===== src/rtl/cnn_pkg.sv =====
// rtl/cnn_pkg.sv - shared CNN result-path types, sizes and the relu helper
package cnn_pkg;
    localparam int CNN_RES_W = 9;
    localparam int CNN_N_OUT = 16;
    localparam int CNN_IDX_W = 4;

    typedef enum logic [0:0] {
        IDLE = 1'b0,
        SEND = 1'b1
    } state_t;

    function automatic logic signed [CNN_RES_W-1:0] relu(input logic signed [CNN_RES_W-1:0] x);
        return x[CNN_RES_W-1] ? '0 : x;
    endfunction
endpackage


===== src/rtl/cnn_result_serializer_if.sv =====
// rtl/cnn_result_serializer_if.sv - result word stream toward the host readback path
interface cnn_result_serializer_if #(
    parameter int W     = cnn_pkg::CNN_RES_W,
    parameter int IDX_W = cnn_pkg::CNN_IDX_W
);
    logic [W-1:0]     m_data;
    logic [IDX_W-1:0] m_idx;
    logic             m_valid;
    logic             m_ready;
    logic             m_last;

    modport master (output m_data, m_idx, m_valid, m_last, input m_ready);
    modport slave  (input m_data, m_idx, m_valid, m_last, output m_ready);
endinterface


===== src/rtl/cnn_sat_counter.sv =====
// rtl/cnn_sat_counter.sv - generic saturating up-counter with synchronous reset
module cnn_sat_counter #(
    parameter int W = 8
) (
    input  logic         clk,
    input  logic         rst,
    input  logic         inc_i,
    output logic [W-1:0] cnt_o
);
    logic [W-1:0] cnt_q;
    logic [W-1:0] cnt_d;

    always_comb begin
        cnt_d = cnt_q;
        if (inc_i && (cnt_q != '1)) begin
            cnt_d = cnt_q + W'(1);
        end
    end

    always_ff @(posedge clk) begin
        if (rst) begin
            cnt_q <= '0;
        end else begin
            cnt_q <= cnt_d;
        end
    end

    assign cnt_o = cnt_q;
endmodule


===== src/rtl/cnn_result_serializer.sv =====
// rtl/cnn_result_serializer.sv - captures a 4x4 array result set and streams it one word per beat
module cnn_result_serializer
    import cnn_pkg::*;
#(
    parameter int N_OUT = CNN_N_OUT,
    parameter int W     = CNN_RES_W,
    parameter bit RELU  = 1'b0,
    parameter int CNT_W = 8
) (
    input  logic                 clk,
    input  logic                 rst,
    input  logic                 cap_stb,
    input  logic [N_OUT*W-1:0]   y_in,
    cnn_result_serializer_if.master m_if,
    output logic                 busy,
    output logic [CNT_W-1:0]     drop_cnt
);
    localparam int               IDX_W    = $clog2(N_OUT);
    localparam logic [IDX_W-1:0] LAST_IDX = IDX_W'(N_OUT - 1);

    state_t           state_q;
    logic [IDX_W-1:0] idx_q;
    logic [W-1:0]     buf_q [N_OUT];
    logic [W-1:0]     cap_word [N_OUT];

    logic fire;
    logic last_fire;
    logic accept;
    logic drop;

    assign fire      = (state_q == SEND) && m_if.m_ready;
    assign last_fire = fire && (idx_q == LAST_IDX);
    assign accept    = cap_stb && ((state_q == IDLE) || last_fire);
    assign drop      = cap_stb && !accept;

    for (genvar k = 0; k < N_OUT; k++) begin : g_cap
        logic [W-1:0] raw;
        assign raw = y_in[k*W +: W];
        if (RELU && (W == CNN_RES_W)) begin : g_relu_pkg
            assign cap_word[k] = relu(raw);
        end else if (RELU) begin : g_relu_gen
            assign cap_word[k] = raw[W-1] ? '0 : raw;
        end else begin : g_pass
            assign cap_word[k] = raw;
        end
    end

    // Buffer contents are don't-care after reset, so it carries no reset term.
    always_ff @(posedge clk) begin
        if (accept) begin
            for (int k = 0; k < N_OUT; k++) begin
                buf_q[k] <= cap_word[k];
            end
        end
    end

    always_ff @(posedge clk) begin
        if (rst) begin
            state_q <= IDLE;
            idx_q   <= '0;
        end else begin
            case (state_q)
                IDLE: begin
                    if (cap_stb) begin
                        state_q <= SEND;
                        idx_q   <= '0;
                    end
                end
                SEND: begin
                    if (fire) begin
                        if (idx_q == LAST_IDX) begin
                            // A capture on the final beat keeps SEND with no bubble.
                            idx_q   <= '0;
                            state_q <= accept ? SEND : IDLE;
                        end else begin
                            idx_q <= idx_q + IDX_W'(1);
                        end
                    end
                end
                default: begin
                    state_q <= IDLE;
                    idx_q   <= '0;
                end
            endcase
        end
    end

    assign m_if.m_valid = (state_q == SEND);
    assign m_if.m_idx   = idx_q;
    assign m_if.m_last  = (state_q == SEND) && (idx_q == LAST_IDX);
    assign m_if.m_data  = (state_q == SEND) ? buf_q[idx_q] : '0;
    assign busy         = (state_q == SEND);

    cnn_sat_counter #(
        .W(CNT_W)
    ) u_drop_cnt (
        .clk   (clk),
        .rst   (rst),
        .inc_i (drop),
        .cnt_o (drop_cnt)
    );
endmodule


===== src/flat_wrapper.sv =====
// flat-port wrapper written by rule: the top's interface ports become plain ports
module cnn_result_serializer_flat import cnn_pkg::*;
#(
    parameter int N_OUT = CNN_N_OUT,
    parameter int W     = CNN_RES_W,
    parameter bit RELU  = 1'b0,
    parameter int CNT_W = 8
)
  (clk, rst, cap_stb, y_in, busy, drop_cnt, m_if_m_data, m_if_m_idx, m_if_m_valid, m_if_m_last, m_if_m_ready);
  cnn_result_serializer_if #(.W(W), .IDX_W(4)) m_if_i ();
  input  logic clk;
  input  logic rst;
  input  logic cap_stb;
  input  logic [N_OUT*W-1:0] y_in;
  output logic busy;
  output logic [CNT_W-1:0] drop_cnt;
  output wire logic [$bits(m_if_i.m_data)-1:0] m_if_m_data;
  output wire logic [$bits(m_if_i.m_idx)-1:0] m_if_m_idx;
  output wire logic [$bits(m_if_i.m_valid)-1:0] m_if_m_valid;
  output wire logic [$bits(m_if_i.m_last)-1:0] m_if_m_last;
  input wire logic [$bits(m_if_i.m_ready)-1:0] m_if_m_ready;
  assign m_if_m_data = m_if_i.m_data;
  assign m_if_m_idx = m_if_i.m_idx;
  assign m_if_m_valid = m_if_i.m_valid;
  assign m_if_m_last = m_if_i.m_last;
  assign m_if_i.m_ready = m_if_m_ready;
  cnn_result_serializer #(.N_OUT(N_OUT), .W(W), .RELU(RELU), .CNT_W(CNT_W)) u_core (.clk(clk), .rst(rst), .cap_stb(cap_stb), .y_in(y_in), .m_if(m_if_i), .busy(busy), .drop_cnt(drop_cnt));
endmodule

===== config.mk =====
export PLATFORM = sky130hd
export DESIGN_NAME = cnn_result_serializer_flat
export DESIGN_NICKNAME = d
export VERILOG_FILES = /design/src/rtl/cnn_pkg.sv /design/src/rtl/cnn_result_serializer_if.sv /design/src/rtl/cnn_sat_counter.sv /design/src/rtl/cnn_result_serializer.sv /design/src/flat_wrapper.sv
export SDC_FILE = /design/constraint.sdc
export NUM_CORES = 1
export LEC_CHECK = 0
export CORE_AREA = 4 4 118 120
export CTS_BUF_LIST = sky130_fd_sc_hd__clkbuf_4 sky130_fd_sc_hd__clkbuf_8
export DETAILED_ROUTE_END_ITERATION = 10
export DIE_AREA = 0 0 122 124
export GPL_TIMING_DRIVEN = 0
export PLACE_DENSITY = 0.81
export SYNTH_ARGS = -nofsm -noshare
export SYNTH_HDL_FRONTEND = slang
export SYNTH_SLANG_ARGS = --single-unit

===== constraint.sdc =====
create_clock -name clk -period 14.4 [get_ports clk]
set_input_delay 1.44 -clock clk [delete_from_list [all_inputs] [get_ports clk]]
set_output_delay 1.44 -clock clk [all_outputs]
set_load 0.02 [all_outputs]

; ---- Yosys cells after proc, flatten, opt, wreduce, memory -nomap -nowiden
; Memory sizes are Yosys's and may differ from the RTL's. A register that Yosys moved wholly into a read port is not among the register bits.
; Index checks and enable logic that the tools add are counted.
[word_totals]
regBits = 13
mem_bits_rw = 144
input_bits = 148
out_inout_bits = 24
word_cells = 33
n_memories = 1
[memory_table]
columns = memory, depth, width, rd, rd_clocked_by_memory_dff, wr, line
row1 = u_core.buf_q, 16, 9, 1, 1, 16, cnn_result_serializer.sv:23  ; logic [W-1:0] buf_q [N_OUT];
[op_classes]
add_sub_neg = 2
eq_ne = 4
n_mux = 13
bitwise_logic = 1
reduce_logical = 9
[op_table]
columns = cell, n
row1 = $mux W4, 5
row2 = $mux W9, 1
row3 = $add A8 B1 Y8 const B, 1
row4 = $ne A8 B8 Y1 const B, 1
row5 = $pmux W4 S2, 1
row6 = $logic_and A1 B1 Y1, 6
row7 = $mux W1, 5
row8 = $add A4 B1 Y4 const B, 1
row9 = $eq A4 B4 Y1 const B, 1
row10 = $ne A2 B2 Y1 const B, 2
row11 = $pmux W1 S2, 1
row12 = $reduce_and A2 Y1, 1
row13 = $logic_not A1 Y1, 1
row14 = $logic_or A1 B1 Y1, 1
row15 = $not A1 Y1, 1

; ---- Depth between registers and ports, before layout
; Gate-level depths: netlist (run 1).
[depth]
depth_word = 8
ltp_mapped = 7

; ---- By module
; Synthesis (run 1) repeated with hierarchy kept, for this count alone.
[unflattened]
cells_unflattened = 367
hier_area_um2 = 6413.7
[modules_own_cells]
columns = mod, n_inst, cells_per_inst, area_per_inst_um2
row1 = cnn_result_serializer, 1, 321, 5983.2
row2 = cnn_sat_counter, 1, 46, 430.4

; ---- Worst setup path after synthesis (run 1)
; Ideal clock, no wire load.
[synth_timing]
kind = input to register
from = input port m_if_m_ready
to = memory u_core.buf_q[0][0] in the netlist's numbering, enable pin
t_arrival_ps = 12021
t_required_ps = 13531
slack_ps = 1510
path_stages = 2
n_path_buf = 0
cell_sequence = nand4_1 a21boi_0
[synth_rtl]
columns = item, line
row1 = from (decl), flat_wrapper.sv:21  ; input wire logic [$bits(m_if_i.m_ready)-1:0] m_if_m_ready;
row2 = to (decl), cnn_result_serializer.sv:23

==> summary.md, run 1 <==
| Metric | Value |
|---|---|
| Outcome | `complete, no violations` |
| Most frequent cells in the layout | `171 x clkdlybuf4s50_1, 144 x edfxtp_1, 52 x mux2i_1` |
| Tcrit/Tclk final | `29.89%` |
| Worst-Skew Late Latency | `430 ps` |
| Core area | `12980 µm²` |
| Layout cells sized above 1 | `10.68%` |
| Total of max-cap violations | `0` |
| Mapped Area | `6319 µm²` |
| Post-synthesis sequential area ratio | `about three quarters` |
| Max Freq | `232.3 MHz` |
| Final hold violation count | `0` |
| Vias in the first global route | `around 4200` |
| Avg Cell Area, Syn | `17.31 µm²` |
| Syn Inst Count | `365` |
| HP Class | `reg -> reg` |
| Worst-Margin Slew | `827.0 ps` |
| DRC viols | `0` |
| Post-route ant nets | `0` |
| Nets | `709` |
| Worst vdd ir | `around 0.065 mV` |
| Final WS setup | `10100 ps` |
| Clock sink count | `roughly 160` |
| Final Power | `1.020 mW` |
| Drt pass-1 iters | `4` |
| Vias per cell | `~5.4` |
| WHS | `roughly 530 ps` |
| Met3 Wirelength | `1260 µm` |
| Die span in x | `122 µm` |
| Clk_skew | `9.552 ps` |
| Dpl hpwl | `around 11000 µm` |
| Initial antenna violation count | `1` |
| Finished Layout Cells | `748` |
| CTS tree | `yes` |
| Highest metal used | `met4` |
| Crit end category | `output port` |
| Wire length of the first global-routing pass | `around 22000 µm` |
| Setup violators final | `0` |
| Post-layout min period | `between 4000 and 5000 ps` |
| Detailed Route WL | `15240 µm` |
| Unique masters post-synth | `39` |
| Startpoint types | `register` |
| Placed Instances | `716` |
| Post-CTS Setup Bufs | `0` |
| Vias | `about 4000` |
| CP Class | `reg -> out` |
| Initial Util | `48.68%` |
| P&R area growth vs syn | `39.47%` |
| Hold Buf Count CTS | `0` |
| PortBufs | `171` |
| Synthesized flop and latch total | `~160` |
| CTS Buf Count | `17` |
| CTS Buffer Depth | `2` |
| Critical path fanouts, max | `10` |
| Max Slew Vio Count | `0` |
| GRT overflow | `0` |
| Placement Setup Slack | `10530 ps` |
| H-Tree Depth | `4` |
| Post-Syn Nets | `515` |
| Row count | `42` |
| Wire per inst | `20.38 µm` |
| Pwr dens | `between 100 and 150 nW/µm²` |
| Worst Path Required | `12960 ps` |
| Die area | `about 15000 µm²` |
| Rel. slew slack | `44.73%` |
| Die H | `124 µm` |
| Root Driver | `clkbuf_8` |
| Metal2 WL | `7866 µm` |
| Routability Congestion | `0.8420` |
| WP data arrival | `~2900 ps` |
| Commonest non-fill, non-tap cell in the layout | `clkdlybuf4s50_1` |
| WL met1 | `5817 µm` |
| Clock Pin Slew Worst Setup and Hold Paths | `80 ps` |
| Ys Warns | `0` |
| RSZ-0062 raised after global routing | `false` |
| Post-CTS sizing | `0` |
| First-iteration detailed-routing DRC count | `304` |
| Top-Level Pins | `172` |
| Global-route usage over all layers | `20.11%` |
| Leak | `just under 3 nW` |
| Largest net degree at the start of global routing | `33` |
## path summary, 6_finish.rpt
| check | cells past startpoint | slack (ps) | end | from |
|---|---|---|---|---|
| min reg2reg | 2 | 530 | u_core.u_drop_cnt.cnt_o[6]$_SDFFE_PP0P_ | u_core.u_drop_cnt.cnt_o[6]$_SDFFE_PP0P_ |
| max | 6 | 10100 | m_if_m_data[8] | register |
| min | 2 | 530 | u_core.u_drop_cnt.cnt_o[6]$_SDFFE_PP0P_ | u_core.u_drop_cnt.cnt_o[6]$_SDFFE_PP0P_ |
| max reg2reg | 5 | 11880 | u_core.buf_q[2][7]$_DFFE_PP_ | u_core.m_if.m_idx[0]$_SDFFE_PP0P_ |
## cell type report
cell class | instances | area, µm²
clock buffer | 20 | 256.5
clock inverter | 11 | 211.5
multi-input combinational | 183 | 1539
sequential | 161 | 4664
fill | 884 | 4168
tap | 176 | 220.2
inverter | 2 | 7.507
antenna | 1 | 2.502
timing repair buffer | 175 | 1792
buffer | 19 | 118.9
## cell usage after synthesis (all sizes together)
master,instances,area share (%)
a21boi,2,0.24
a21oi,11,0.87
a22o,2,0.28
a22oi,22,2.6
a31oi,1,0.099
a32oi,1,0.14
and2,1,0.099
and4,1,0.14
buf,11,1.4
clkbuf,8,0.48
dfxtp,17,5.4
edfxtp,144,68
ha,2,0.40
inv,2,0.12
mux2,1,0.18
mux2i,52,8.2
mux4,11,3.9
nand2,12,0.71
nand2b,5,0.50
nand3,13,1.1
nand4,2,0.30
nand4b,1,0.14
nor2,8,0.48
nor2b,6,0.59
nor4,1,0.099
o211ai,4,0.48
o21ai,8,0.63
o31ai,5,0.59
o41ai,2,0.28
or2,1,0.099
or3,1,0.099
or3b,1,0.14
or4,5,0.59
xnor2,1,0.14
## worst max-delay path: stages (launching register included)
cell             delay, ps
dfxtp_1                480
nor2b_1                310
clkbuf_1               550
a22oi_1                230
o211ai_1               160
o31ai_1                110
clkdlybuf4s50_1        580
## state kept, by name, summed over array words and instances (netlist names), named ones only
name / cells
u_core.busy: 1
u_core.m_if.m_idx: 4
u_core.buf_q: 144
u_core.u_drop_cnt.cnt_o: 8
## report_power, final
| group | internal [mW] | switching [mW] |
|---|---|---|
| combinational | 0.0578 | 0.0378 |
| clock | 0.228 | 0.153 |
| sequential | 0.536 | 0.00698 |
## layer usage
layer | global-route usage [%] | vias up
met3 | 5.858 | 26
met5 | 0 | -
met1 | 23.54 | 1974
met2 | 35.12 | 164
li1 | - | 1850
met4 | 7.843 | 0
## logic make-up after synthesis
logic type	Yosys count	synth area share [%]
flops	161	73.82
mux	64	12.34
compound gates	58	6.218
simple gates	58	5.090
buf+inv	21	2.000
fa+ha+maj	2	0.3960
xor+xnor	1	0.1386
## through the flow
stage	utilization (%)	area, µm²	setup TNS [ps]
floorplan	-	6319	0
global placement	63.56	8250	-314600
detailed placement	64.27	8342	0
CTS	67.87	8810	0
global route	67.89	8812	0
finish	67.89	8812	0
Note: power is estimated with default switching activity, not from simulation.
==> run 2, diff against run 1 <==
==> constraint.sdc (replaced) <==
create_clock -name clk -period 4.2 [get_ports clk]
set_input_delay 0.42 -clock clk [delete_from_list [all_inputs] [get_ports clk]]
set_output_delay 0.42 -clock clk [all_outputs]
set_load 0.02 [all_outputs]
==> summary.md, run 2 (synthesized netlist as in run 1, its figures left out) <==
| Metric | Value |
|---|---|
| Outcome | `complete, no violations` |
| Die area | `15130 µm² (unchanged)` |
| Post-CTS sizing | `0 (unchanged)` |
| Post-route ant nets | `0 (unchanged)` |
| Max Freq | `303.0 MHz` |
| Worst vdd ir | `0.2066 mV (+220%)` |
| WP data arrival | `2880 ps (+20 ps)` |
| Net Switching | `704.1 µW (+260%)` |
| First-iteration detailed-routing DRC count | `373 (+23%)` |
| Final TNS setup | `0 ps (unchanged)` |
| Total of max-cap violations | `0 (unchanged)` |
| Commonest non-fill, non-tap cell in the layout | `clkdlybuf4s50_1` |
| Initial antenna violation count | `0 (-1)` |
| Dpl hpwl | `11140 µm (+1.4%)` |
| Max reg flops | `144 (unchanged)` |
| P&R area growth vs syn | `39.37% (about the same)` |
| Seq pwr share | `54.8% (+1.5 points)` |
| Row count | `42 (unchanged)` |
| Crit path cell chain | `clkbuf_1 -> nand2_1 -> a21oi_1 -> o211ai_1 -> nand2_1 -> clkdlybuf4s50_1` |
| Drt pass-1 iters | `5 (+1)` |
| Worst Path Required | `3780 ps (-9180 ps)` |
| Root Driver | `clkbuf_8` |
| Reg-to-reg startpoint | `u_core.m_if.m_idx[0]$_SDFFE_PP0P_` |
| Final Power | `3.398 mW (+230%)` |
| Crit end category | `output port` |
| CTS tree | `yes` |
| Clock Pin Slew Worst Setup and Hold Paths | `80 ps (about the same)` |
| Worst-Margin Slew | `624.0 ps (-203.0 ps)` |
| Startpoint types | `register` |
| Wire per inst | `20.24 µm (-0.66%)` |
| Hold Buf Count CTS | `0 (unchanged)` |
| Hold path endpoint | `u_core.u_drop_cnt.cnt_o[6]$_SDFFE_PP0P_` |
| Core area | `12980 µm² (unchanged)` |
| CP Class | `reg -> out` |
| R2R depth | `6 (+1)` |
| Setup violators final | `0 (unchanged)` |
| Largest net degree at the start of global routing | `33 (unchanged)` |
| Leak | `2.929 nW (about the same)` |
| Final hold violation count | `0 (unchanged)` |
| Crit-path max cell delay | `610 ps (+30 ps)` |
| GRT overflow | `0 (unchanged)` |
| Initial Util | `48.68% (unchanged)` |
| PortBufs | `171 (unchanged)` |
| Comb power frac | `9.8% (+0.4 points)` |
| CP max stage cell | `clkdlybuf4s50_1` |
| Vias | `4044 (+0.75%)` |
| Clock share of power | `35.4% (-2.0 points)` |
| Die span in x | `122 µm (unchanged)` |
| Detailed Route WL | `15160 µm (-0.52%)` |
| Sw Share | `20.72% (+1.3 points)` |
| Clock sink count | `161 (unchanged)` |
| Most frequent cells in the layout | `171 x clkdlybuf4s50_1, 144 x edfxtp_1, 52 x mux2i_1` |
| Vias per cell | `5.399 (+0.61%)` |
| Worst-Skew Late Latency | `440 ps (about the same)` |
| Reg2reg end | `u_core.buf_q[13][2]$_DFFE_PP_` |
| Critical path fanouts, max | `10 (unchanged)` |
| Pwr dens | `385.8 nW/µm² (+230%)` |
| Post-layout min period | `3301 ps` |
| Hold Crit Depth | `2 (unchanged)` |
| Cell-internal power | `2.693 mW (+230%)` |
| Reg with most FFs | `u_core.buf_q` |
| Critical Path Most Common Cell | `nand2_1` |
| DRC viols | `0 (unchanged)` |
| Nets | `710 (+0.14%)` |
| Post-CTS Setup Bufs | `0 (unchanged)` |
| Filler instances | `890 (+0.68%)` |
| Die H | `124 µm (unchanged)` |
| Rel. slew slack | `58.40% (+14 points)` |
| Vias in the first global route | `4280 (+2.8%)` |
| Inserted Diodes | `0 (-1)` |
| Wire length of the first global-routing pass | `23010 µm (+4.1%)` |
| Tcrit/Tclk final | `approximately four fifths` |
| Layout cells sized above 1 | `10.65% (-0.037 points)` |
| RSZ-0062 raised after global routing | `false` |
| Reg2reg setup slack | `1800 ps (-10080 ps)` |
| HP Class | `reg -> reg` |
| Clk_skew | `11.88 ps (+2.323 ps)` |
| CTS Buffer Depth | `2 (unchanged)` |
| H-Tree Depth | `4 (unchanged)` |
| Routability Congestion | `0.8559 (+1.7%)` |
| CTS Buf Count | `17 (unchanged)` |
| Max Slew Vio Count | `0 (unchanged)` |
| Worst Hold Launch | `u_core.u_drop_cnt.cnt_o[6]$_SDFFE_PP0P_` |
| Top-Level Pins | `172 (unchanged)` |
| Global-route usage over all layers | `20.84% (+0.73 points)` |
-- run 2: layout make-up --
class / count / area [µm²] / area share, %
clock inverters: 14 / 187.7 / 2.131
well taps: 176 / 220.2 / 2.501
repair buffers: 176 / 1827 / 20.74
multi-input cells: 183 / 1539 / 17.48
inverters: 2 / 7.507 / 0.08525
flip-flops and latches: 161 / 4664 / 52.97
plain buffers: 19 / 118.9 / 1.350
clock buffers: 18 / 241.5 / 2.742
-- run 2: layer usage --
layer | share of wire [%] | vias to the layer above | track usage (%) | wire, µm
met1 | 40 | 1984 | 25.69 | 6072
met4 | 3.3 | 0 | 10.43 | 501
li1 | - | 1856 | - | -
met3 | 7.5 | 33 | 5.813 | 1132
met5 | 0 | - | 0 | 0
met2 | 49 | 171 | 34.01 | 7455
-- run 2: power by group through the flow --
stage          Combinational, mW  Sequential (mW)  Clock [mW]
6_report                   0.333             1.86        1.20
5_1_grt                    0.356             1.87        1.30
2_1_floorplan              0.124             1.90           0
3_3_place_gp               0.309             1.90           0
3_5_place_dp               0.335             1.90           0
4_1_cts                    0.337             1.86        1.23
-- run 2: metrics by stage --
stage          worst slack [ps]  util, %  hold slack, ps  cell area (µm²)  cells
2_1_floorplan             370.2        -           489.1             6330    365
3_3_place_gp             -612.5    63.65           496.8             8262    712
3_5_place_dp               1371    64.54           505.1             8377    717
4_1_cts                   857.0    67.84           491.4             8806    749
5_1_grt                   670.4    67.84           486.0             8806    749
6_report                  899.2    67.84           512.9             8806    749
-- run 2: critical path, delay by kind of cell (launching register included) --
family	cells	cell delay [ps]
AOI/OAI and AO/OA	2	380
buffers and inverters	2	1060
DFF	1	450
and+or+nand+nor	2	550
-- run 2: how the worst max path moves through the flow --
stage / from / endpoint / cells past startpoint
floorplan: u_core.m_if.m_idx[0]$_SDFFE_PP0P_ / u_core.buf_q[0][0]$_DFFE_PP_ / 3
global placement: m_if_m_ready / u_core.buf_q[1][5]$_DFFE_PP_ / 3
detailed placement: register / m_if_m_data[8] / 6
CTS: register / m_if_m_data[8] / 6
global route: u_core.busy$_SDFF_PP0_ / m_if_m_data[7] / 6
finish: u_core.busy$_SDFF_PP0_ / m_if_m_data[3] / 6
==> run 3, diff against run 2 <==
--- a/config.mk
+++ b/config.mk
@@ -5,12 +5,12 @@
 export SDC_FILE = /design/constraint.sdc
 export NUM_CORES = 1
 export LEC_CHECK = 0
-export CORE_AREA = 4 4 118 120
+export CORE_AREA = 4 4 124 126
 export CTS_BUF_LIST = sky130_fd_sc_hd__clkbuf_4 sky130_fd_sc_hd__clkbuf_8
 export DETAILED_ROUTE_END_ITERATION = 10
-export DIE_AREA = 0 0 122 124
+export DIE_AREA = 0 0 128 130
 export GPL_TIMING_DRIVEN = 0
-export PLACE_DENSITY = 0.81
+export PLACE_DENSITY = 0.77
 export SYNTH_ARGS = -nofsm -noshare
 export SYNTH_HDL_FRONTEND = slang
 export SYNTH_SLANG_ARGS = --single-unit
==> constraint.sdc (replaced) <==
create_clock -name clk -period 2.9 [get_ports clk]
set_input_delay 0.29 -clock clk [delete_from_list [all_inputs] [get_ports clk]]
set_output_delay 0.29 -clock clk [all_outputs]
set_load 0.02 [all_outputs]
==> summary.md, run 3 (synthesized netlist as in run 1, its figures left out) <==
| Metric | Value |
|---|---|
| Max reg flops | `144 (unchanged)` |
| P&R area growth vs syn | `40.10%` |
| Nets | `710 (unchanged)` |
| Cell-internal power | `3.900 mW (+45%)` |
| Outcome | `complete, no violations` |
| Inserted Diodes | `0 (unchanged)` |
| PortBufs | `171 (unchanged)` |
| Die H | `130 µm (+4.8%)` |
| Dpl hpwl | `10930 µm (-1.9%)` |
| HP Class | `in -> reg` |
| Buf/Inv on CP | `4 (+2)` |
| Worst-Margin Slew | `582.2 ps (-41.79 ps)` |
| Comb power frac | `9.8% (about the same)` |
| H-Tree Depth | `4 (unchanged)` |
| Root Driver | `clkbuf_8` |
| Sw Share | `20.69% (-0.030 points)` |
| Clock Pin Slew Worst Setup and Hold Paths | `90 ps (about the same)` |
| Initial Util | `44.14% (-4.5 points)` |
| Worst-Skew Late Latency | `450 ps (about the same)` |
| First-iteration detailed-routing DRC count | `270 (-28%)` |
| Top-Level Pins | `172 (unchanged)` |
| CP Class | `reg -> out` |
| Net Switching | `1.018 mW (+45%)` |
| Most frequent cells in the layout | `162 x clkdlybuf4s50_1, 144 x edfxtp_1, 52 x mux2i_1` |
| Seq pwr share | `54.8% (about the same)` |
| Core area | `14310 µm² (+10%)` |
| Row count | `44 (+4.8%)` |
| Drt pass-1 iters | `4 (-1)` |
| RSZ-0062 raised after global routing | `false` |
| Setup violators final | `0 (unchanged)` |
| Initial antenna violation count | `0 (unchanged)` |
| GRT overflow | `0 (unchanged)` |
| Global-route usage over all layers | `17.89% (-3.0 points)` |
| Commonest non-fill, non-tap cell in the layout | `clkdlybuf4s50_1` |
| Crit path cell chain | `buf_4 -> buf_6 -> buf_4 -> mux2i_1 -> a22oi_1 -> o211ai_1 -> o31ai_1 -> dlygate4sd2_1` |
| Detailed Route WL | `14910 µm (-1.7%)` |
| Die span in x | `128 µm (+4.9%)` |
| Wire per inst | `19.69 µm (-2.7%)` |
| Area post-placement | `8408 µm² (+0.37%)` |
| Crit end category | `output port` |
| Vias in the first global route | `4213 (-1.6%)` |
| Startpoint types | `register` |
| Post-CTS Setup Bufs | `0 (unchanged)` |
| Crit-path max cell delay | `390 ps (-220 ps)` |
| Leak | `3.011 nW (+2.8%)` |
| Final hold violation count | `0 (unchanged)` |
| Worst Path Required | `2610 ps (-1170 ps)` |
| CTS tree | `yes` |
| WHS | `383.6 ps (-129.3 ps)` |
| Clock sink count | `161 (unchanged)` |
| Rel. slew slack | `61.18% (+2.8 points)` |
| CP max stage cell | `dlygate4sd2_1` |
| Worst vdd ir | `0.3806 mV (+84%)` |
| WP data arrival | `2380 ps (-500 ps)` |
| Layout cells sized above 1 | `12.74% (+2.1 points)` |
| Die area | `16640 µm² (+10%)` |
| Post-layout min period | `2668 ps` |
| Routability Congestion | `0.8414 (-1.7%)` |
| Final TNS setup | `0 ps (unchanged)` |
| Reg with most FFs | `u_core.buf_q` |
| Critical path fanouts, max | `10 (unchanged)` |
| Pwr dens | `555.5 nW/µm² (+44%)` |
| Wire length of the first global-routing pass | `22250 µm (-3.3%)` |
| Total of max-cap violations | `0 (unchanged)` |
| Vias per cell | `5.181 (-4.0%)` |
| Hold Buf Count CTS | `0 (unchanged)` |
| Final instance area | `8852 µm² (+0.53%)` |
| Max Slew Vio Count | `0 (unchanged)` |
| Critical Path Most Common Cell | `buf_4` |
| CTS Buf Count | `17 (unchanged)` |
| Post-route ant nets | `0 (unchanged)` |
| Clk_skew | `14.33 ps (+2.456 ps)` |
| Vias | `3922 (-3.0%)` |
| Largest net degree at the start of global routing | `32 (-3.0%)` |
| Delay-heaviest family, CP | `buffers and inverters` |
| Tcrit/Tclk final | `91.99%` |
| CTS Buffer Depth | `2 (unchanged)` |
| Reg2reg setup slack | `650 ps (-1150 ps)` |
| DRC viols | `0 (unchanged)` |
| Max Freq | `approximately 370 MHz` |
| Clock share of power | `35.4% (about the same)` |
## run 3: cell count changes in the layout (fill, tap and decap cells not counted), moves of 3 or more
cell and delta:
clkinv_4 -3, clkbuf_8 +3, clkbuf_2 +4, dfxtp_1 -3, dlygate4sd2_1 +6, clkinv_1 -3, clkdlybuf4s50_1 -9, clkbuf_1 -4
dlymetal6s2s_1 +3
## run 3: final cells by class
| class | instances | area, µm² |
|---|---|---|
| plain buffers | 19 | 131.4 |
| clock buffers | 23 | 297.8 |
| clock inverters | 9 | 131.4 |
| fillers | 1075 | 5461 |
| inverters | 2 | 7.507 |
| multi-input cells | 183 | 1554 |
| flip-flops and latches | 161 | 4673 |
| well taps | 184 | 230.2 |
| repair buffers | 176 | 1827 |
## run 3: power by group through the flow
| stage | registers (mW) | clock network (mW) | logic, mW |
|---|---|---|---|
| after floorplan | 2.75 | 0 | 0.180 |
| after global placement | 2.75 | 0 | 0.451 |
| final | 2.69 | 1.74 | 0.480 |
| after detailed placement | 2.75 | 0 | 0.487 |
| after CTS | 2.70 | 1.77 | 0.486 |
| after global routing | 2.70 | 1.89 | 0.512 |
## run 3: path summary, 6_finish.rpt
path	depth (start not counted)	to	from
max	8	m_if_m_data[8]	register
min	1	u_core.buf_q[11][0]$_DFFE_PP_	y_in[99]
max reg2reg	6	u_core.buf_q[1][3]$_DFFE_PP_	u_core.m_if.m_idx[0]$_SDFFE_PP0P_
min reg2reg	2	u_core.u_drop_cnt.cnt_o[7]$_SDFFE_PP0P_	u_core.u_drop_cnt.cnt_o[7]$_SDFFE_PP0P_
## run 3: what timing repair did
action | CTS | global route
pin swaps | 0 | 0
resized for setup | 12 | 4
setup endpoints to repair | 9 | 3
cloned | 0 | 0
## run 3: through the flow
| stage | total power, mW | cells | utilization [%] | setup slack, ps |
|---|---|---|---|---|
| after global routing | 5.103 | 757 | 61.84 | 18.55 |
| after global placement | 3.206 | 720 | 57.94 | -1927 |
| after CTS | 4.952 | 757 | 61.77 | 11.39 |
| after detailed placement | 3.235 | 725 | 58.74 | 220.5 |
| after floorplan | 2.930 | 365 | - | -837.6 |
| final | 4.917 | 757 | 61.84 | 232.2 |
## run 3: per-layer routing
layer | up-vias | routed length, µm | GRT usage (%)
met3 | 17 | 962 | 5.485
met4 | 0 | 271 | 6.055
met2 | 145 | 7823 | 30.90
li1 | 1850 | - | -
met1 | 1910 | 5847 | 21.46
met5 | - | 0 | 0
